==> src/rtl/stream_pkg.sv <==
// stream_pkg: constants and helpers shared by the stream-input blocks.
//   STREAM_DATA_WIDTH : default payload width of the sample stream
//   ptr_width(depth)  : FIFO pointer width, meaning address bits plus one wrap bit
package stream_pkg;
  localparam int STREAM_DATA_WIDTH = 8;

  function automatic int ptr_width(int depth);
    return $clog2(depth) + 1;
  endfunction
endpackage

==> src/rtl/stream_fifo_mem.sv <==
// stream_fifo_mem: FIFO storage with a registered write port and a
// combinational read port. The array is kept as the single named object
// `mem` so that cocotb and VCD dumps can reach it. Contents are not reset.
//   clk   : write clock
//   we    : write enable
//   waddr : write address
//   wdata : write data
//   raddr : read address
//   rdata : combinational read data
module stream_fifo_mem #(
  parameter int DATA_WIDTH = 8,
  parameter int DEPTH      = 4,
  parameter int AW         = 2
) (
  input  logic                  clk,
  input  logic                  we,
  input  logic [AW-1:0]         waddr,
  input  logic [DATA_WIDTH-1:0] wdata,
  input  logic [AW-1:0]         raddr,
  output logic [DATA_WIDTH-1:0] rdata
);
  logic [DATA_WIDTH-1:0] mem [DEPTH];

  always_ff @(posedge clk)
    if (we) mem[waddr] <= wdata;

  assign rdata = mem[raddr];
endmodule

==> src/rtl/stream_in_fifo.sv <==
// stream_in_fifo: first-word-fall-through FIFO that feeds the sample stream
// consumer. It exposes occupancy and flags so the test can observe them.
//   clk, reset       : clock and synchronous active-high reset
//   flush            : synchronous discard of all contents
//   s_valid/s_ready/s_data : upstream side
//   m_valid/m_ready/m_data : consumer side (stream_in_*)
//   level, full, empty     : registered occupancy and flags
//   overflow               : sticky, set on s_valid while full, cleared by reset only
module stream_in_fifo
  import stream_pkg::*;
#(
  parameter int DATA_WIDTH = STREAM_DATA_WIDTH,
  parameter int DEPTH      = 4,
  localparam int LW        = $clog2(DEPTH + 1)
) (
  input  logic                  clk,
  input  logic                  reset,
  input  logic                  flush,
  input  logic                  s_valid,
  output logic                  s_ready,
  input  logic [DATA_WIDTH-1:0] s_data,
  output logic                  m_valid,
  input  logic                  m_ready,
  output logic [DATA_WIDTH-1:0] m_data,
  output logic [LW-1:0]         level,
  output logic                  full,
  output logic                  empty,
  output logic                  overflow
);
  localparam int PW = ptr_width(DEPTH);
  localparam int AW = PW - 1;

  logic [PW-1:0] wr_ptr, rd_ptr;
  logic          push, pop;

  // The flags depend on the pointers alone. Neither s_valid nor m_ready
  // feeds s_ready or m_valid, so no ready/valid loop can form.
  assign full    = (wr_ptr[AW-1:0] == rd_ptr[AW-1:0]) && (wr_ptr[AW] != rd_ptr[AW]);
  assign empty   = (wr_ptr == rd_ptr);
  assign s_ready = !full && !reset;
  assign m_valid = !empty;

  assign push = s_valid && s_ready;
  assign pop  = m_valid && m_ready;

  always_ff @(posedge clk) begin
    if (reset) begin
      wr_ptr   <= '0;
      rd_ptr   <= '0;
      level    <= '0;
      overflow <= 1'b0;
    end else begin
      if (s_valid && full) overflow <= 1'b1;
      if (flush) begin
        wr_ptr <= '0;
        rd_ptr <= '0;
        level  <= '0;
      end else begin
        if (push) wr_ptr <= wr_ptr + PW'(1);
        if (pop)  rd_ptr <= rd_ptr + PW'(1);
        if (push && !pop)      level <= level + LW'(1);
        else if (pop && !push) level <= level - LW'(1);
      end
    end
  end

  // A write that coincides with a flush is dropped. The pointer would be
  // reset anyway, and suppressing it keeps the dump clean.
  stream_fifo_mem #(
    .DATA_WIDTH (DATA_WIDTH),
    .DEPTH      (DEPTH),
    .AW         (AW)
  ) u_mem (
    .clk   (clk),
    .we    (push && !flush),
    .waddr (wr_ptr[AW-1:0]),
    .wdata (s_data),
    .raddr (rd_ptr[AW-1:0]),
    .rdata (m_data)
  );
endmodule

==> config.mk <==
export PLATFORM = sky130hd
export DESIGN_NAME = stream_in_fifo
export DESIGN_NICKNAME = d
export VERILOG_FILES = /design/src/rtl/stream_pkg.sv /design/src/rtl/stream_fifo_mem.sv /design/src/rtl/stream_in_fifo.sv
export SDC_FILE = /design/constraint.sdc
export NUM_CORES = 1
export LEC_CHECK = 0
export BUFFER_PORTS_ARGS = -buffer_cell sky130_fd_sc_hd__buf_2
export CORE_ASPECT_RATIO = 2
export CORE_UTILIZATION = 40
export DETAILED_ROUTE_END_ITERATION = 16
export GPL_ROUTABILITY_DRIVEN = 0
export PLACE_DENSITY_LB_ADDON = 0.15
export SYNTH_ARGS = -nofsm -noshare
export SYNTH_HDL_FRONTEND = slang
export SYNTH_SLANG_ARGS = --single-unit
==> constraint.sdc <==
create_clock -name clk -period 2.55 [get_ports clk]
set_input_delay 0 -clock clk [delete_from_list [all_inputs] [get_ports clk]]
set_output_delay 0 -clock clk [all_outputs]
set_load 0.02 [all_outputs]
* Yosys cells after proc, flatten, opt, wreduce, memory -nomap -nowiden
Memories as Yosys holds them, arrays and structs flattened. A register that Yosys moved wholly into a read port is not among the register bits.
Index checks and enable logic that the tools add are counted.
** Storage, ports and cells
- Register bits after elaboration :: 10
- Bits in latches :: 0
- RAM bits :: 32
- ROM bits :: 0
- Bits of input ports :: 13
- Output and inout bits :: 16
- Logic and storage cells :: 34
- Memories :: 1
** Operators by class
- Add/subtract/negate cells :: 4
- $mul :: 0
- Div/mod/pow operators :: 0
- Order comparisons :: 0
- Equality and inequality tests :: 3
- Shift operators :: 0
- Muxes and demuxes :: 6
- Bitwise gates (word level) :: 0
- Reductions and logical operators :: 16
** Memory list
- u_mem.mem :: depth 4, bits a word 8, read ports 1, clocked after memory_dff 1, write ports 1, line stream_fifo_mem.sv:22 : logic [DATA_WIDTH-1:0] mem [DEPTH];
** Operators by type and width (number)
- 3-bit by 1-bit adder with 3-bit output, second input constant :: 3
- 1-bit logical AND :: 8
- 1-bit logical NOT :: 6
- 3-bit two-way mux :: 2
- 2-bit two-way mux :: 2
- 3-bit == test :: 1
- 3-bit by 1-bit subtractor with 3-bit output, second input constant :: 1
- 2-bit == test :: 1
- 1-bit two-way mux :: 2
- 2-bit nonzero test :: 1
- 2-bit OR reduction :: 1
- 1-bit != test :: 1

* Depth between registers and ports, before layout
- Depth in word-level cells :: 9
- Mapped depth :: 10
- Gate-level depth less buffers :: 9

* By module
From an unflattened synthesis, not the netlist that was laid out.
** Second synthesis, totals
- Cell total of the unflattened synthesis :: 124
- Area total of the unflattened synthesis :: 1855.5 um^2
** Modules (own cells, without submodules)
- stream_fifo_mem :: instances 1, cells an instance 46, area each 1188.6 um^2, sequential area each 960.9 um^2
- stream_in_fifo :: instances 1, cells an instance 78, area each 666.9 um^2, sequential area each 200.2 um^2

* Worst setup path after synthesis
Ideal clock, no wire load.
- Path type :: register -> register
- Start :: register wr_ptr[0]
- End :: register level[2]
- Library setup time :: 0.070 ns
- Arrival time :: 2.444 ns
- Data required time :: 2.480 ns
- Slack :: 0.036 ns
- Cell stages (with the launch flop) :: 10
- Buffers on the path :: 0
- Clock period less this slack :: 2.514 ns
- Cells stage by stage :: dfxtp_1 > xnor2_1 > nand3_1 > nand2_1 > ha_1 > inv_1 > fa_1 > xor2_1 > or3_1 > a21oi_1
** Between the ends
- Elaborated cells on any way between the ends :: 14
- Those cells by class :: 2 x eq/ne; 1 x mux; 11 x reduce/logical
** RTL lines
- start: declaration :: line stream_in_fifo.sv:33 : logic [PW-1:0] wr_ptr, rd_ptr;
- start signal: assignment :: line stream_in_fifo.sv:59 : if (push) wr_ptr <= wr_ptr + PW'(1);
- 3-bit == test * :: line stream_in_fifo.sv:39 : assign empty = (wr_ptr == rd_ptr);
- 1-bit logical NOT * :: line stream_in_fifo.sv:41 : assign m_valid = !empty;
- named net m_valid :: line stream_in_fifo.sv:22 : output logic m_valid,
- 1-bit logical AND * :: line stream_in_fifo.sv:44 : assign pop = m_valid && m_ready;
- 1-bit logical NOT :: line stream_in_fifo.sv:61 : if (push && !pop) level <= level + LW'(1);
- 1-bit logical AND :: line stream_in_fifo.sv:61
- 3-bit two-way mux / 2-bit nonzero test (equally long branches)
- end signal: assignment :: line stream_in_fifo.sv:61
- end signal: assignment :: line stream_in_fifo.sv:62 : else if (pop && !push) level <= level - LW'(1);
- end: declaration :: line stream_in_fifo.sv:25 : output logic [LW-1:0] level,
Mark *: on every way through the listed nets, which the timed path passes. The rest lies on a longest branch.
A chain may end at the register's enable or synchronous reset.

* Worst setup path in the final report
- Start :: register rd_ptr[0]
- End :: register level[2]
** Between the ends
- Word-level cells in the longest chain between the ends :: 8
- Elaborated cells on any way between the ends :: 14
- Those cells by class :: 2 x eq/ne; 1 x mux; 11 x reduce/logical
** Ends and longest elaborated chain
- start: declaration :: line stream_in_fifo.sv:33
- start signal: assignment :: line stream_in_fifo.sv:60 : if (pop) rd_ptr <= rd_ptr + PW'(1);
- 2-bit == test * :: line stream_in_fifo.sv:38 : assign full = (wr_ptr[AW-1:0] == rd_ptr[AW-1:0]) && (wr_ptr[AW] != rd_ptr[AW]);
- 1-bit logical AND * :: line stream_in_fifo.sv:38
- 1-bit logical NOT * :: line stream_in_fifo.sv:40 : assign s_ready = !full && !reset;
- 1-bit logical AND * :: line stream_in_fifo.sv:40
- 1-bit logical AND * :: line stream_in_fifo.sv:43 : assign push = s_valid && s_ready;
- named net push :: line stream_in_fifo.sv:34 : logic push, pop;
- 1-bit logical NOT :: line stream_in_fifo.sv:62
- 1-bit logical AND :: line stream_in_fifo.sv:62
- 2-bit nonzero test (no line)
Marked as above.

==> impl_metrics.yaml <==
placed_design:
  dpl.cell_count: 220
  hpwl_mm: 2.98
  dpl-instance-area_mm2: 0.00219
  port_buffers: 28
final_layout:
  drive_gt1_share_pct: 32.6
  design_area_mm2: 0.00243
  antenna_cells: 0
  fin_util_pct: 52.3
  stdcell_count: 239
  syn_to_final_growth_pct: 24.7
  fin_nets: 203
floorplanning:
  die_w_um: 51.3
  row_count: 35
  core_mm2: 0.00464
  die_h_um: 101
  ios: 29
  die_area_mm2: 0.00517
  start_util_pct: 41.9
sta:
  whs_ns: 0.00433
  drv_slew: 0
  fmax_mhz: 419
  fin_skew_ns: 0.00397
  worst_pin_slew_ns: 0.548
  min_period_ns: 2.39
  finalCritPeriodShare_pct: 93.7
  slew-limit-headroom_pct: 63.4
  hold_viol_final: 0
  setup_tns_ns: 0
  report.final.setup_viol: 0
  rsz0062_at_grt: "no"
drt:
  drt_pre_antenna_iters: 4
  ant_nets: 0
  drt_iter0_markers: 19
  vias: 1316
  drc: 0
  wl_per_cell_um: 16.8
  viasPerCell: 5.51
  routed_wirelength_mm: 4.02
logic_synthesis:
  netlist_instances: 135
  synth_top_area_share_pct: 49.4
  synth_flop_cell: "edfxtp_1"
  ys_seq_area_share_pct: 61.7
  async_flop_share_pct: 0
  netlist_top_cells_area: "edfxtp_1 49%, dfxtp_1 12%, mux4_2 9.3%"
  syn_nets: 155
  synth_top_cell_by_area: "edfxtp_1"
  synth_area_mm2: 0.00195
  yosysUniqueCellTypes: 32
  yosysMostFrequentCell: "edfxtp_1"
  synth_warnings: 0
  synth_edf_count: 32
  ys_top_cells_by_count: "32 x edfxtp_1, 12 x dfxtp_1, 8 x mux4_2"
  synth_seq_cells: 44
  syn-mean-instance-area_um2: 14.4
global_route:
  grt_pass1_wl_mm: 6.49
  grt_usage_pct: 17.8
  grt_antenna_before_repair: 0
  grt_pass1_vias: 1392
  gr-total-overflow: 0
  grt_max_degree: 15
critical_path:
  worst-r2r-cell-count: 9
  crit_arrival_ns: 2.61
  reg2reg_slack_ns: 0.16
  worst-endpoint-required_ns: 2.77
  crit_start: "rd_ptr[0]$_SDFFE_PP0P_"
  r2r-end: "level[2]$_SDFFE_PP0P_"
  end_kind: "flip-flop"
  start_kind: "flip-flop"
  r2r_start: "rd_ptr[0]$_SDFFE_PP0P_"
  critical_path_class: "flip-flop to flip-flop"
  critPathCapture: "level[2]$_SDFFE_PP0P_"
  cp_max_fo: 6
clock_tree:
  cts_buffer_depth: 2
  clock-root-buffer: "clkbuf_8"
  cts.sinks: 44
  htree_levels: 2
  clkTransAtPathRegs_ns: 0.08
  numCtsBuffers: 5
  cts_tree: "done"
  clock_latency_ns: 0.30
pwr:
  ir_drop_mv: 0.371
  power.share.sequential_pct: 53.6
  powerDensity_mw_per_mm2: 605
  p_sw_mw: 0.315
  switching_share_pct: 21.4
  comb_power_share_pct: 8.8
  internal-power_mw: 1.15
  pwr-share-clk_pct: 37.6
  power.leakage_nw: 0.910
run_status:
  status: "complete, no violations"
min_path:
  min_path_type: "primary input to flip-flop"
run:
  drv_cap: 0
-- worst min-delay path by stage --
| stage | from | end | slack (ns) | depth (start not counted) |
|---|---|---|---|---|
| final | reset | overflow$_SDFFE_PP0P_ | 0.004 | 2 |
| after global routing | reset | overflow$_SDFFE_PP0P_ | 0.02 | 2 |
| after CTS | reset | overflow$_SDFFE_PP0P_ | 0.003 | 2 |
| after detailed placement | s_data[3] | u_mem.mem[0][3]$_DFFE_PP_ | 0.22 | 1 |
| after global placement | s_data[5] | u_mem.mem[3][5]$_DFFE_PP_ | 0.21 | 1 |
| after floorplan | s_data[0] | u_mem.mem[0][0]$_DFFE_PP_ | 0.1 | 0 |
-- placed cells by master, fill, tap and decap left out --
cell type,synthesis,routed
bufinv_16,0,1
xor2_1,5,4
o211ai_1,2,2
buf_4,1,11
o21ai_0,3,3
nor4b_1,4,4
nand3_1,5,5
or4_1,1,1
edfxtp_1,32,32
xnor2_2,0,1
dlygate4sd3_1,0,8
or2_2,1,1
inv_1,6,6
clkinv_4,0,1
nand2_1,5,5
mux2i_1,1,1
fa_1,1,1
nor3_1,2,2
nor2_1,4,4
mux4_2,8,8
dfxtp_1,12,11
xnor2_1,3,2
or3_1,1,1
a31oi_1,4,4
nand4_1,4,4
xor2_2,0,1
buf_2,1,28
clkbuf_8,0,6
o311ai_2,1,1
ha_1,6,6
a211o_1,2,2
a41oi_1,1,1
a21oi_1,5,5
and3_1,3,3
dfxtp_2,0,1
nand2b_1,2,2
nor3b_1,5,5
-- state kept, by name, indices dropped and copies added, names as in the netlist, named ones only --
register   flops
wr_ptr         3
rd_ptr         3
level          3
overflow       1
u_mem.mem     32
-- power by group through the flow --
stage,Combinational [mW],Sequential (mW),Clock [mW]
after global placement,0.115,0.803,0
final,0.129,0.787,0.552
after floorplan,0.0700,0.802,0
after CTS,0.128,0.787,0.561
after global routing,0.141,0.789,0.589
after detailed placement,0.118,0.804,0
-- critical path, cell delays in order (launching register included) --
cell and delay (ns):
dfxtp_1 0.47, xor2_1 0.28, o311ai_2 0.20, inv_1 0.10, ha_1 0.18, inv_1 0.06
fa_1 0.37, xor2_1 0.16, or3_1 0.32, a21oi_1 0.17
-- routing by layer --
metal,part of all wire (%),track usage [%],wire length (µm)
met4,3.5,11.4,139
met1,35,16.5,1410
met3,3.6,3.92,144
met5,0,0,0
met2,58,33.1,2320
-- cell families after synthesis --
kind of cell / share of synthesized area [%]
flip-flops: 61.7
AND/OR/NAND/NOR: 11.2
AO/OA/AOI/OAI: 6.30
buffers and inverters: 2.57
multiplexers: 9.77
XOR/XNOR: 3.60
adder cells (fa/ha/maj): 4.88
-- per-stage QoR --
step,setup slack (ns),total power [mW]
2_1_floorplan,0.0360,0.872
3_3_place_gp,0.163,0.917
3_5_place_dp,0.0517,0.922
4_1_cts,0.0129,1.48
5_1_grt,0.0429,1.52
6_report,0.161,1.47
-- repair_timing --
item | CTS | global route
gates resized for setup | 0 | 3
hold endpoints to repair | 32 | 0
endpoints found under the setup margin | 0 | 1
hold buffers | 8 | 0
setup buffers | 0 | 3
-- area by class of cell --
| class | count | area (µm²) |
|---|---|---|
| fillers | 436 | 2210 |
| flip-flops and latches | 44 | 1200 |
| multi-input cells | 79 | 711 |
| repair buffers | 47 | 303 |
| clock buffers | 6 | 82.6 |
| well taps | 55 | 68.8 |
| clock inverters | 2 | 38.8 |
| inverters | 6 | 22.5 |
Note: power is estimated with default switching activity, not from simulation.
